<file path="config.mk">
export PLATFORM = sky130hd
export DESIGN_NAME = imm_gen_pipe_flat
export DESIGN_NICKNAME = d
export VERILOG_FILES = /design/src/rtl/imm_gen_pipe_if.sv /design/src/rtl/imm_gen_pipe.sv /design/src/flat_wrapper.sv
export SDC_FILE = /design/constraint.sdc
export NUM_CORES = 1
export LEC_CHECK = 0
export CAP_MARGIN = 10
export CORE_ASPECT_RATIO = 2
export CORE_UTILIZATION = 39
export DETAILED_ROUTE_END_ITERATION = 8
export PLACE_DENSITY = 0.74
export SKIP_LAST_GASP = 1
export SYNTH_ARGS = -nofsm -noshare
export SYNTH_HDL_FRONTEND = slang
export SYNTH_SLANG_ARGS = --single-unit
</file>
<file path="constraint.sdc">
create_clock -name clk -period 1.3 [get_ports clk]
set_input_delay 0.26 -clock clk [delete_from_list [all_inputs] [get_ports clk]]
set_output_delay 0.26 -clock clk [all_outputs]
set_load 0.01 [all_outputs]
</file>
<file path="src/rtl/imm_gen_pipe_if.sv">
// Handshake and data bundle between the immediate generator and its producer/consumer.
// The master drives the input side and the output ready; the slave is the generator.
interface imm_gen_pipe_if #(
    parameter int unsigned XLEN  = 32,
    parameter int unsigned TAG_W = 5,
    parameter int unsigned ERR_W = 8
) ();
    logic             in_valid;
    logic             in_ready;
    logic [24:0]      imm;
    logic [2:0]       ImmSrc;
    logic [TAG_W-1:0] in_tag;
    logic             flush;
    logic             out_valid;
    logic             out_ready;
    logic [XLEN-1:0]  out_imm;
    logic [TAG_W-1:0] out_tag;
    logic             out_illegal;
    logic [ERR_W-1:0] err_cnt;

    modport master (
        output in_valid, imm, ImmSrc, in_tag, flush, out_ready,
        input  in_ready, out_valid, out_imm, out_tag, out_illegal, err_cnt
    );

    modport slave (
        input  in_valid, imm, ImmSrc, in_tag, flush, out_ready,
        output in_ready, out_valid, out_imm, out_tag, out_illegal, err_cnt
    );
endinterface

</file>
<file path="src/rtl/imm_gen_pipe.sv">
// Pipelined immediate generator: decodes instr[31:7] into an XLEN immediate and passes it
// through PIPE_DEPTH elastic register stages with a combinational ready chain.
module imm_gen_pipe #(
    parameter int unsigned XLEN       = 32,
    parameter int unsigned PIPE_DEPTH = 1,
    parameter int unsigned TAG_W      = 5,
    parameter int unsigned ERR_W      = 8
) (
    input logic             clk,
    input logic             rst_n,
    imm_gen_pipe_if.slave   bus_io
);

    logic signed [31:0] dec_raw;
    logic [XLEN-1:0]    dec_imm;
    logic               dec_illegal;
    logic [ERR_W-1:0]   err_q, err_d;

    // Every format fits a sign-correct 32-bit value; the final cast widens it for XLEN=64.
    always_comb begin
        dec_raw     = '0;
        dec_illegal = 1'b0;
        unique case (bus_io.ImmSrc)
            3'b000: dec_raw = {{20{bus_io.imm[24]}}, bus_io.imm[24:13]};
            3'b001: dec_raw = {{20{bus_io.imm[24]}}, bus_io.imm[24:18], bus_io.imm[4:0]};
            3'b101: dec_raw = {{19{bus_io.imm[24]}}, bus_io.imm[24], bus_io.imm[0],
                               bus_io.imm[23:18], bus_io.imm[4:1], 1'b0};
            3'b010: dec_raw = {bus_io.imm[24:5], 12'b0};
            3'b110: dec_raw = {{11{bus_io.imm[24]}}, bus_io.imm[24], bus_io.imm[12:5],
                               bus_io.imm[13], bus_io.imm[23:14], 1'b0};
            3'b011: dec_raw = {27'b0, bus_io.imm[12:8]};
            3'b100: dec_raw = {20'b0, bus_io.imm[24:13]};
            3'b111: dec_illegal = 1'b1;
            default: dec_raw = '0;
        endcase
    end

    assign dec_imm = XLEN'(dec_raw);

    for (genvar k = 0; k < PIPE_DEPTH; k++) begin : g_stage
        logic             valid_q, valid_d, ill_q, ill_d, load;
        logic [XLEN-1:0]  imm_q, imm_d;
        logic [TAG_W-1:0] tag_q, tag_d;
        logic             src_valid, src_ill;
        logic [XLEN-1:0]  src_imm;
        logic [TAG_W-1:0] src_tag;

        if (k == PIPE_DEPTH - 1) begin : g_tail
            assign load = !valid_q || bus_io.out_ready;
        end else begin : g_mid
            assign load = !valid_q || g_stage[k+1].load;
        end

        if (k == 0) begin : g_head
            assign src_valid = bus_io.in_valid;
            assign src_imm   = dec_imm;
            assign src_tag   = bus_io.in_tag;
            assign src_ill   = dec_illegal;
        end else begin : g_body
            assign src_valid = g_stage[k-1].valid_q;
            assign src_imm   = g_stage[k-1].imm_q;
            assign src_tag   = g_stage[k-1].tag_q;
            assign src_ill   = g_stage[k-1].ill_q;
        end

        always_comb begin
            valid_d = valid_q;
            imm_d   = imm_q;
            tag_d   = tag_q;
            ill_d   = ill_q;
            if (load) begin
                valid_d = src_valid;
                if (src_valid) begin
                    imm_d = src_imm;
                    tag_d = src_tag;
                    ill_d = src_ill;
                end
            end
            if (bus_io.flush) valid_d = 1'b0;
        end

        always_ff @(posedge clk or negedge rst_n) begin
            if (!rst_n) begin
                valid_q <= 1'b0;
                imm_q   <= '0;
                tag_q   <= '0;
                ill_q   <= 1'b0;
            end else begin
                valid_q <= valid_d;
                imm_q   <= imm_d;
                tag_q   <= tag_d;
                ill_q   <= ill_d;
            end
        end
    end

    // Only illegal entries that actually enter the pipe (and survive a flush) are counted.
    always_comb begin
        err_d = err_q;
        if (bus_io.in_valid && g_stage[0].load && !bus_io.flush && dec_illegal &&
            err_q != {ERR_W{1'b1}}) begin
            err_d = err_q + 1'b1;
        end
    end

    always_ff @(posedge clk or negedge rst_n) begin
        if (!rst_n) err_q <= '0;
        else        err_q <= err_d;
    end

    assign bus_io.in_ready    = g_stage[0].load;
    assign bus_io.out_valid   = g_stage[PIPE_DEPTH-1].valid_q;
    assign bus_io.out_imm     = g_stage[PIPE_DEPTH-1].imm_q;
    assign bus_io.out_tag     = g_stage[PIPE_DEPTH-1].tag_q;
    assign bus_io.out_illegal = g_stage[PIPE_DEPTH-1].ill_q;
    assign bus_io.err_cnt     = err_q;

endmodule
</file>
<file path="src/flat_wrapper.sv">
// flat-port wrapper written by rule: the top's interface ports become plain ports
module imm_gen_pipe_flat 
#(
    parameter int unsigned XLEN       = 32,
    parameter int unsigned PIPE_DEPTH = 1,
    parameter int unsigned TAG_W      = 5,
    parameter int unsigned ERR_W      = 8
)
  (clk, rst_n, bus_io_in_valid, bus_io_imm, bus_io_ImmSrc, bus_io_in_tag, bus_io_flush, bus_io_out_ready, bus_io_in_ready, bus_io_out_valid, bus_io_out_imm, bus_io_out_tag, bus_io_out_illegal, bus_io_err_cnt);
  imm_gen_pipe_if #(.XLEN(XLEN), .TAG_W(TAG_W), .ERR_W(ERR_W)) bus_io_i ();
  input logic clk;
  input logic rst_n;
  input wire logic [$bits(bus_io_i.in_valid)-1:0] bus_io_in_valid;
  input wire logic [$bits(bus_io_i.imm)-1:0] bus_io_imm;
  input wire logic [$bits(bus_io_i.ImmSrc)-1:0] bus_io_ImmSrc;
  input wire logic [$bits(bus_io_i.in_tag)-1:0] bus_io_in_tag;
  input wire logic [$bits(bus_io_i.flush)-1:0] bus_io_flush;
  input wire logic [$bits(bus_io_i.out_ready)-1:0] bus_io_out_ready;
  output wire logic [$bits(bus_io_i.in_ready)-1:0] bus_io_in_ready;
  output wire logic [$bits(bus_io_i.out_valid)-1:0] bus_io_out_valid;
  output wire logic [$bits(bus_io_i.out_imm)-1:0] bus_io_out_imm;
  output wire logic [$bits(bus_io_i.out_tag)-1:0] bus_io_out_tag;
  output wire logic [$bits(bus_io_i.out_illegal)-1:0] bus_io_out_illegal;
  output wire logic [$bits(bus_io_i.err_cnt)-1:0] bus_io_err_cnt;
  assign bus_io_i.in_valid = bus_io_in_valid;
  assign bus_io_i.imm = bus_io_imm;
  assign bus_io_i.ImmSrc = bus_io_ImmSrc;
  assign bus_io_i.in_tag = bus_io_in_tag;
  assign bus_io_i.flush = bus_io_flush;
  assign bus_io_i.out_ready = bus_io_out_ready;
  assign bus_io_in_ready = bus_io_i.in_ready;
  assign bus_io_out_valid = bus_io_i.out_valid;
  assign bus_io_out_imm = bus_io_i.out_imm;
  assign bus_io_out_tag = bus_io_i.out_tag;
  assign bus_io_out_illegal = bus_io_i.out_illegal;
  assign bus_io_err_cnt = bus_io_i.err_cnt;
  imm_gen_pipe #(.XLEN(XLEN), .PIPE_DEPTH(PIPE_DEPTH), .TAG_W(TAG_W), .ERR_W(ERR_W)) u_core (.clk(clk), .rst_n(rst_n), .bus_io(bus_io_i));
endmodule
</file>
# [Yosys cells after proc, flatten, opt, wreduce, memory -nomap -nowiden]
# Cells that the tools add are included.
[totals] register_bits=47 in_bits=38 out_inout_bits=48 elab_cells=28 latch_bits=0 memories=0 mem_bits_rw=0 romBits=0
[classes] bitwise_logic=0 div_mod_pow=0 reduce_logical=10 n_eq_ne=8 shifts=0 mul=0 magnitude_cmp=0 addsub=1 mux=4
[ops] cell="one-hot mux 32 bit (7 select lines)" n=1
[ops] cell="== test 3 bit (second input constant)" n=4
[ops] cell="adder 8 x 1 -> 8 bit (second input constant)" n=1
[ops] cell="!= test 8 bit (second input constant)" n=1
[ops] cell="== test 3 x 2 -> 1 bit (second input constant)" n=2
[ops] cell="logical AND 1 bit" n=4
[ops] cell="== test 3 x 1 -> 1 bit (second input constant)" n=1
[ops] cell="zero test 3 bit" n=1
[ops] cell="2-to-1 mux 1 bit" n=3
[ops] cell="zero test 1 bit" n=2
[ops] cell="AND reduction 2 bit" n=1
[ops] cell="nonzero test 2 bit" n=1
[ops] cell="logical OR 1 bit" n=1

# [Longest topological paths before layout]
# Gate-level depths: netlist (run 1).
[logic_depth] word_depth=6 ltp_mapped=6 mapped_depth_nobuf=5

# [Worst setup path before layout (run 1)]
# Ideal clock, no wire load.
[synth_path] kind="reg-to-reg" from="reg u_core.err_q[0] (netlist: u_core.bus_io.err_cnt[0])" to="reg u_core.err_q[1] (netlist: u_core.bus_io.err_cnt[1])" synth_period_minus_slack_ns=1.425 required_time_ns=1.172 slack_ns=-0.125 setup_time_ns=0.128 arrival_time_ns=1.297 stages_incl_launch_ff=6 n_path_buf=0 cell_sequence="dfrtp_1 ha_1 nand3_1 nor2_2 nor2_1 mux2_1"
[synth_via] elab_chain_len=2 elab_cells_between_ends=3 cone_classes="add/sub (1); eq/ne (1); reduce/logical (1)"
[synth_lines] item="start, declared" line="imm_gen_pipe.sv:17" rtl="logic [ERR_W-1:0] err_q, err_d;"
[synth_lines] item="start signal, assigned" line="imm_gen_pipe.sv:108" rtl="else err_q <= err_d;"
[synth_lines] item="parallel branches: the longest is 2 deep, another holds adder 8 x 1 -> 8 bit"
# Several ways; the timed one is not identified.
# A chain may end at the register's enable or synchronous reset.

# [Worst setup path in the final report (run 1)]
[layout_path] from="in bus_io_in_valid" to="reg u_core.err_q[6] (netlist: u_core.bus_io.err_cnt[6])"
[layout_via] elab_chain_len=4
[layout_lines] item="start, declared" line="flat_wrapper.sv:13" rtl="input wire logic [$bits(bus_io_i.in_valid)-1:0] bus_io_in_valid;"
[layout_lines] item="logical AND 1 bit (4 in a row)" line="imm_gen_pipe.sv:100" rtl="if (bus_io.in_valid && g_stage[0].load && !bus_io.flush && dec_illegal &&"
# No other way between the ends.

==> impl_metrics.csv, run 1 <==
group,metric,value,unit
run_status,status,"finished with violations",
run_status,violations,"setup timing",
timing,clock.fmax,0.703,GHz
yosys,ys.flop_type,"dfrtp_1",
clock_network,numClockSinks,47,
setup_path,worst-endpoint-arrival,1610,ps
setup_path,max_stage_delay,610,ps
yosys,synthTopCellsByArea,"dfrtp_1 54%, o21ai_1 6.2%, nand2_1 5.4%, mux2_1 4.7%, a22oi_1 3.8%",
layout,multi_input_area,1040,sq um
route,dr.pass1.iters,4,
setup_path,worst_r2r_path_depth,5,
placement,dp_worst_setup_slack,-559,ps
floorplanning,die_h,108,um
min_path,hp-class,"in2reg",
route,viasPerCell,5.32,
route,dr.first_iter.drc_count,42,
global_routing,antenna_found_initial,0,
floorplanning,num_rows,38,
yosys,ys_seq_elements,47,
timing,hold_viol_final,0,
setup_path,path_class,"in2reg",
layout,stdcell_count,405,
route,vias,2156,
yosys,ys_types,35,
global_routing,grt_usage,0.247,
route,drtAntennaViolNets,0,
job,maxCapViolCount,0,
global_routing,grt_pass1_vias,2149,
floorplanning,initial_core_util,0.404,
setup_path,cp.required,1490,ps
clock_network,numCtsBuffers,5,
setup_path,cp-start-kind,"input port",
yosys,yosysTopAreaCell,"dfrtp_1",
clock_network,cts-root-buf,"clkbuf_8",
placement,dp_cells,382,
yosys,postSynthCellCount,210,
yosys,synth_area,2170,sq um
setup_path,crit_chain,"clkdlybuf4s50_1, nand4_1, nor2_1, mux2_4",
placement,dpl.hpwl,4880,um
yosys,syn_avg_cell_area,10.3,sq um
clock_network,cts_tree,"done",
timing,finalCritPeriodShare,1.09,
timing,whs,302,ps
route,drt_wl_total,6730,um
timing,fin_skew,4.71,ps
timing,rsz0062_at_grt,"true",
layout,fillCellCount,471,
yosys,yosysSeqAreaShare,0.541,
placement,port_buffers,85,
yosys,ys_async_sr_fraction,1.00,
yosys,syn_nets,249,
timing,relSlewSlack,0.803,
power_and_ir_drop,leakage,1.74,nW
layout,layout-drive-gt1-share,0.261,
layout,nets,383,
timing,setup-tns-final,-720,ps
floorplanning,die_w,54.8,um
layout,antenna_cells,0,
power_and_ir_drop,ir_drop,0.994,mV
setup_path,worst_setup_path_end_kind,"register",
clock_network,htreeDepth,2,
power_and_ir_drop,powerDensity,1070,nW/um^2
floorplanning,dieArea,5890,sq um
route,drc_errors,0,
floorplanning,boundaryPins,86,
clock_network,clk_latency,300,ps
timing,worst_pin_slew,295,ps
timing,setup_viol,15,
clock_network,clkSlewWorstSetupHoldPaths,80,ps
min_path,worstHoldPathCells,2,
yosys,yosys_warnings,0,
timing,slew_violations,0,
setup_path,cp_max_fo,4,
layout,regArea,1180,sq um
global_routing,grt_max_degree,48,
power_and_ir_drop,p_total,3.91,mW
yosys,synth_edf_count,0,
timing,finalWorstSetupSlack,-122,ps
global_routing,gr-total-overflow,0,
setup_path,cpMaxStageDelayCell,"clkdlybuf4s50_1",
global_routing,grt_pass1_wl,10300,um
layout,area_growth,67.6,%
placement,gp_congestion,0.845,
route,routedWlPerCell,16.6,um
timing,period_needed,1420,ps
clock_network,clk_path_buf_depth,2,
yosys,synth_top_area_frac,0.541,
floorplanning,coreArea,5370,sq um
## metrics by stage
step	utilization	cell area [sq um]
2_1_floorplan	-	2210
3_3_place_gp	0.634	3410
3_5_place_dp	0.634	3410
4_1_cts	0.670	3600
5_1_grt	0.677	3640
6_report	0.677	3640
## repair_timing
| item | CTS | global route |
|---|---|---|
| pin swaps | 7 | 13 |
| endpoints found under the setup margin | 89 | 51 |
| hold endpoints to repair | 47 | 0 |
| setup buffers | 15 | 1 |
| hold buffers | 1 | 0 |
| resized for setup | 68 | 17 |
## critical path, delay by kind of cell
kind,cells,cell delay (ps)
simple gates,2,440
mux,1,310
buf+inv,1,610
## routing by layer
metal	wire length (um)	GRT usage	up-vias
met5	0	0	-
met4	218	0.104	0
li1	-	-	1015
met2	3890	0.446	71
met3	282	0.0395	17
met1	2340	0.261	1053
## kinds of logic after synthesis
family	synth area share
flip-flops	0.541
XOR/XNOR	0.0202
AND/OR/NAND/NOR	0.154
adder cells (fa/ha/maj)	0.00576
multiplexers	0.0697
buffers and inverters	0.0317
AO/OA/AOI/OAI	0.177
## sequential cells by signal (all words and copies together) (netlist names)
signal and count:
u_core.bus_io.out_imm 32, u_core.bus_io.err_cnt 8, u_core.bus_io.out_tag 5, u_core.bus_io.out_illegal 1, u_core.bus_io.out_valid 1
## final timing paths
check,start,endpoint,slack (ps)
min reg2reg,u_core.bus_io.out_tag[4],u_core.bus_io.out_tag[4],500
max reg2reg,u_core.bus_io.err_cnt[1],u_core.bus_io.err_cnt[6],-110
min in group asynchronous,rst_n,u_core.bus_io.err_cnt[0],470
max,bus_io_in_valid,u_core.bus_io.err_cnt[6],-120
min,bus_io_flush,u_core.bus_io.out_valid,300
max in group asynchronous,rst_n,u_core.bus_io.err_cnt[2],600
## layout make-up
cell class                 instances  area share
inverter                           2     0.00206
timing repair buffer             140       0.343
tap                               60      0.0206
sequential                        47       0.324
clock buffer                       6      0.0199
clock inverter                     2     0.00344
multi-input combinational        148       0.287
## report_power, final
group | switching, mW | internal (mW)
registers | 0.125 | 1.65
logic | 0.578 | 0.695
clock network | 0.484 | 0.376
total | 1.19 | 2.72
## cells in the mapped netlist, drive strengths merged (2+ instances only)
master	number
inv	2
nand4	2
nand3	9
nor3b	3
dfrtp	47
mux2	9
nor2b	4
buf	8
o21ai	28
clkbuf	5
a21oi	12
nand2	31
a22o	6
xor2	4
a221oi	3
a22oi	11
nor4	2
nand2b	2
nor2	9
mux2i	5
## layout by cell type, fill, tap and decap left out, drive strengths merged, types with 4 or more instances in the layout
| cell | n |
|---|---|
| a21oi | 12 |
| buf | 56 |
| o21ai | 28 |
| a22o | 6 |
| dlygate4sd2 | 46 |
| clkbuf | 9 |
| nor2 | 9 |
| nor2b | 4 |
| nand3 | 9 |
| xor2 | 4 |
| clkdlybuf4s50 | 31 |
| nand2 | 31 |
| mux2 | 9 |
| dfrtp | 47 |
| a22oi | 11 |
| mux2i | 5 |
No activity file was read; power rests on OpenSTA's default activity.
==> run 2: changes to the inputs <==
--- a/config.mk
+++ b/config.mk
@@ -10,2 +10,3 @@
 export CORE_UTILIZATION = 39
+export CTS_BUF_LIST = sky130_fd_sc_hd__clkbuf_4 sky130_fd_sc_hd__clkbuf_8
 export DETAILED_ROUTE_END_ITERATION = 8
--- a/constraint.sdc
+++ b/constraint.sdc
@@ -3,2 +3,2 @@
 set_output_delay 0.26 -clock clk [all_outputs]
-set_load 0.01 [all_outputs]
+set_load 0.02 [all_outputs]
==> impl_metrics.csv, run 2 (synthesis gave the netlist of run 1 again) <==
group,metric,value,unit
global_routing,grt_pass1_wl,10200,um
power_and_ir_drop,power.net_switching,1.33,mW
power_and_ir_drop,seq_power_share,0.426,
setup_path,cp_max_fo,4,
layout,largest_reg_flops,32,
power_and_ir_drop,p_total,4.18,mW
setup_path,max_stage_delay,370,ps
job,maxCapViolCount,0,
timing,slew_violations,0,
layout,final_cell_mix,"40 x dfrtp_1, 32 x buf_4, 30 x nand2_1, 30 x clkdlybuf4s50_1, 26 x o21ai_1",
layout,design_area,3610,sq um
setup_path,cp-start-kind,"register",
placement,dp_cells,380,
setup_path,crit_buf_inv,0,
setup_path,cp.required,1500,ps
clock_network,htreeDepth,2,
setup_path,cpMaxStageDelayCell,"dfrtp_2",
timing,period_needed,1350,ps
setup_path,worst_setup_path_end_kind,"register",
timing,clock.fmax,0.739,GHz
timing,finalCritPeriodShare,1.04,
global_routing,antenna_found_initial,0,
floorplanning,coreArea,5370,sq um
floorplanning,dieArea,5890,sq um
global_routing,use_met3,0.0339,
layout,multi_input_area,1050,sq um
timing,hold_viol_final,0,
route,routedWlPerCell,16.3,um
power_and_ir_drop,combPwrFrac,0.309,
clock_network,clkSlewWorstSetupHoldPaths,100,ps
timing,setup_viol,4,
clock_network,numCtsBuffers,5,
setup_path,crit_chain,"nand4_1, nor2_4, nor2_4, mux2_4",
power_and_ir_drop,p_int,2.86,mW
power_and_ir_drop,leakage,1.65,nW
setup_path,path_class,"reg2reg",
timing,worst_pin_slew,350,ps
route,viasPerCell,5.37,
global_routing,grt_pass1_vias,2144,
power_and_ir_drop,p_sw_frac,0.317,
floorplanning,die_h,108,um
layout,regArea,1180,sq um
global_routing,grt_max_degree,48,
clock_network,clk_latency,300,ps
placement,dpl.hpwl,4730,um
run_status,violations,"setup timing",
global_routing,grt_usage,0.240,
route,dr.first_iter.drc_count,76,
route,drt_wl_total,6400,um
layout,layout-drive-gt1-share,0.270,
global_routing,use_met1,0.270,
timing,whs,283,ps
floorplanning,boundaryPins,86,
clock_network,cts-root-buf,"clkbuf_8",
floorplanning,num_rows,38,
route,vias,2111,
layout,nets,371,
layout,antenna_cells,0,
clock_network,numClockSinks,47,
timing,setup-tns-final,-148,ps
clock_network,clk_path_buf_depth,2,
layout,area_growth,66.4,%
placement,port_buffers,85,
min_path,hp-class,"in2reg",
setup_path,critical-path-top-delay-family,"simple AND/OR/NAND/NOR gates",
setup_path,crit_top_cell,"nor2_4",
global_routing,grt.busiest_layer,"met2",
timing,fin_skew,8.09,ps
layout,fillCellCount,426,
floorplanning,initial_core_util,0.404,
timing,relSlewSlack,0.766,
placement,gp_congestion,0.821,
placement,placedInstanceArea,3430,sq um
route,dr.pass1.iters,5,
setup_path,worst-endpoint-arrival,1550,ps
layout,layout_commonest_cell,"dfrtp_1",
power_and_ir_drop,powerDensity,1160,nW/um^2
global_routing,grt_util_met2,0.423,
timing,rsz0062_at_grt,"true",
clock_network,cts_tree,"done",
power_and_ir_drop,ir_drop,1.15,mV
run_status,status,"finished with violations",
layout,stdcell_count,393,
power_and_ir_drop,power_frac_clock,0.264,
route,drc_errors,0,
floorplanning,die_w,54.8,um
route,drtAntennaViolNets,0,
timing,finalWorstSetupSlack,-52.7,ps
global_routing,gr-total-overflow,0,
run 2: cell count changes in the layout (fill, tap and decap cells not counted), moves of 2 or more:
cell,previous run,this run
dlygate4sd2_1,46,18
clkdlybuf4s15_1,2,24
buf_4,46,32
buf_2,1,7
clkbuf_2,3,7
dfrtp_1,44,40
dfrtp_2,3,7
buf_6,6,3
buf_12,3,5
nor2b_1,3,1
nor2b_4,0,2
run 2: area by class of cell:
cell class,instances,share of cell area
clock inverter,3,0.0132
multi-input combinational,148,0.291
clock buffer,5,0.0190
tap,60,0.0208
timing repair buffer,128,0.327
inverter,2,0.00208
sequential,47,0.328
run 2: metal layers:
layer	part of all wire	wire, um	up-vias
met5	0	0	-
met4	0.028	179	0
met3	0.041	259	15
met2	0.56	3580	74
met1	0.37	2380	1027
li1	-	-	995
run 2: metrics by stage:
| stage | util | worst slack (ps) |
|---|---|---|
| 2_1_floorplan | - | -63.7 |
| 3_3_place_gp | 0.639 | -508 |
| 3_5_place_dp | 0.639 | -553 |
| 4_1_cts | 0.669 | -105 |
| 5_1_grt | 0.673 | -116 |
| 6_report | 0.673 | -52.7 |
run 2: repair_timing:
item	4_1_cts	5_1_grt
pin swaps	10	6
buffers inserted	4	0
endpoints found under the setup margin	93	67
resized for setup	89	38
cloned	1	1
endpoints found under the hold margin	47	0
hold buffers	1	0
run 2: worst paths after layout:
kind                                      startpoint                   endpoint  slack, ps  cells past startpoint
max                         u_core.bus_io.err_cnt[3]   u_core.bus_io.err_cnt[1]        -50                      4
min                                     bus_io_flush    u_core.bus_io.out_valid        280                      2
max reg2reg                 u_core.bus_io.err_cnt[3]   u_core.bus_io.err_cnt[1]        -50                      4
min reg2reg                u_core.bus_io.out_imm[27]  u_core.bus_io.out_imm[27]        490                      2
max in group asynchronous                      rst_n    u_core.bus_io.out_valid        590                      3
min in group asynchronous                      rst_n   u_core.bus_io.err_cnt[0]        470                      3
run 2: power by group through the flow:
stage | combinational [mW] | clock [mW] | sequential, mW
floorplan | 0.344 | 0 | 2.05
global placement | 1.36 | 0 | 1.81
detailed placement | 1.39 | 0 | 1.82
CTS | 1.31 | 1.12 | 1.78
global route | 1.40 | 1.18 | 1.81
finish | 1.29 | 1.11 | 1.78
==> run 3: changes to the inputs <==
- GPL_TIMING_DRIVEN: unset -> 0
==> impl_metrics.csv, run 3 (synthesis gave the netlist of run 1 again) <==
group,metric,value,unit
run_status,status,"finished with violations",
setup_path,r2r_setup_slack,-110,ps
timing,slew_violations,0,
global_routing,grt_usage,0.234,
layout,stdcell_count,394,
layout,layout-drive-gt1-share,0.350,
power_and_ir_drop,p_int,3.03,mW
floorplanning,initial_core_util,0.404,
power_and_ir_drop,p_total,4.41,mW
setup_path,cp_max_fo,5,
floorplanning,num_rows,38,
setup_path,path_class,"reg2reg",
clock_network,numCtsBuffers,5,
timing,relSlewSlack,0.644,
timing,hold_viol_final,0,
power_and_ir_drop,ir_drop,0.895,mV
placement,placedInstanceArea,3170,sq um
layout,fin_util,0.704,
timing,period_needed,1410,ps
placement,port_buffers,85,
setup_path,cp-start-kind,"register",
power_and_ir_drop,seq_power_share,0.410,
power_and_ir_drop,combPwrFrac,0.336,
floorplanning,dieArea,5890,sq um
power_and_ir_drop,powerDensity,1160,nW/um^2
route,vias,2165,
clock_network,clk_latency,300,ps
setup_path,cp-startpoint,"u_core.bus_io.out_valid",
layout,largest_reg_flops,32,
layout,layout_commonest_cell,"dfrtp_1",
setup_path,reg2reg_to,"u_core.bus_io.err_cnt[6]",
power_and_ir_drop,p_sw_frac,0.313,
setup_path,worstReg2RegStart,"u_core.bus_io.out_valid",
setup_path,cp.required,1490,ps
clock_network,cts_tree,"done",
floorplanning,die_w,54.8,um
layout,area_growth,74.2,%
floorplanning,coreArea,5370,sq um
route,dr.pass1.iters,5,
route,drc_errors,0,
power_and_ir_drop,power.net_switching,1.38,mW
global_routing,grt_pass1_vias,2079,
job,maxCapViolCount,0,
route,drt_wl_total,7060,um
layout,nets,372,
setup_path,crit_path_end,"u_core.bus_io.err_cnt[6]",
setup_path,worst_r2r_path_depth,5,
timing,worst_pin_slew,535,ps
clock_network,htreeDepth,2,
global_routing,antenna_found_initial,0,
global_routing,grt_pass1_wl,9780,um
timing,clock.fmax,0.708,GHz
route,dr.first_iter.drc_count,57,
placement,dp_cells,356,
global_routing,gr-total-overflow,0,
layout,final_cell_mix,"38 x dfrtp_1, 30 x clkdlybuf4s50_1, 23 x o21ai_1, 22 x buf_4, 22 x dlygate4sd2_1",
timing,whs,262,ps
power_and_ir_drop,power_frac_clock,0.254,
timing,finalCritPeriodShare,1.09,
clock_network,numClockSinks,47,
clock_network,cts-root-buf,"clkbuf_8",
setup_path,worst-endpoint-arrival,1600,ps
floorplanning,die_h,108,um
route,drtAntennaViolNets,0,
route,viasPerCell,5.49,
clock_network,clk_path_buf_depth,2,
clock_network,clkSlewWorstSetupHoldPaths,90,ps
timing,rsz0062_at_grt,"true",
timing,finalWorstSetupSlack,-112,ps
setup_path,worst_setup_path_end_kind,"register",
min_path,hp-class,"in2reg",
placement,gp_congestion,0.831,
timing,fin_skew,3.27,ps
layout,antenna_cells,0,
timing,setup-tns-final,-2330,ps
route,routedWlPerCell,17.9,um
timing,setup_viol,41,
power_and_ir_drop,leakage,1.75,nW
layout,design_area,3780,sq um
global_routing,grt_max_degree,27,
placement,dpl.hpwl,4680,um
placement,dp_worst_setup_slack,-711,ps
run_status,violations,"setup timing",
floorplanning,boundaryPins,86,
==> run 3: cell types whose count changed in the layout (fill, tap and decap cells not counted), sizes merged <==
| cell | change |
|---|---|
| buf | -7 |
| clkdlybuf4s15 | -3 |
| inv | -1 |
| clkbuf | +8 |
| dlygate4sd2 | +4 |
==> run 3: timing repair <==
action / 4_1_cts / 5_1_grt
hold buffers: 1 / 0
gates cloned: 1 / 4
setup buffers: 13 / 11
hold endpoints to repair: 21 / 0
pin swaps: 9 / 17
endpoints found under the setup margin: 94 / 62
gates resized for setup: 96 / 91
==> run 3: worst min path at each step <==
stage	startpoint	end	slack, ps	cells after the start
detailed placement	rst_n	u_core.bus_io.err_cnt[1]	270	1
finish	bus_io_flush	u_core.bus_io.out_valid	260	2
global route	bus_io_flush	u_core.bus_io.out_valid	290	2
CTS	bus_io_flush	u_core.bus_io.out_valid	270	2
global placement	u_core.bus_io.out_illegal	u_core.bus_io.out_illegal	470	2
floorplan	rst_n	u_core.bus_io.err_cnt[0]	-40	0
==> run 3: worst max-delay path, stage by stage, from the launching register on <==
cell and delay [ps]:
dfrtp_2 430, nand2b_4 80, buf_12 110, nand4_1 160
nor2_1 180, mux2_1 330
==> run 3: per-layer routing <==
layer,track usage,part of all wire,vias up
li1,-,-,1003
met1,0.250,0.35,1064
met2,0.405,0.57,76
met3,0.0339,0.039,22
met4,0.134,0.040,0
met5,0,0,-
==> run 3: final cells by class <==
cell class	instances	area (sq um)
flip-flops and latches	47	1190
repair buffers	116	1110
multi-input cells	148	1150
fillers	409	1590
plain buffers	13	136
clock buffers	6	82.6
inverters	2	7.51
clock inverters	2	35.0
well taps	60	75.1
==> run 3: power by group through the flow <==
| stage | clock network [mW] | registers, mW | logic [mW] |
|---|---|---|---|
| global route | 1.18 | 1.83 | 1.59 |
| finish | 1.12 | 1.81 | 1.48 |
| floorplan | 0 | 2.05 | 0.344 |
| CTS | 1.12 | 1.79 | 1.26 |
| detailed placement | 0 | 1.85 | 1.22 |
| global placement | 0 | 1.84 | 1.19 |
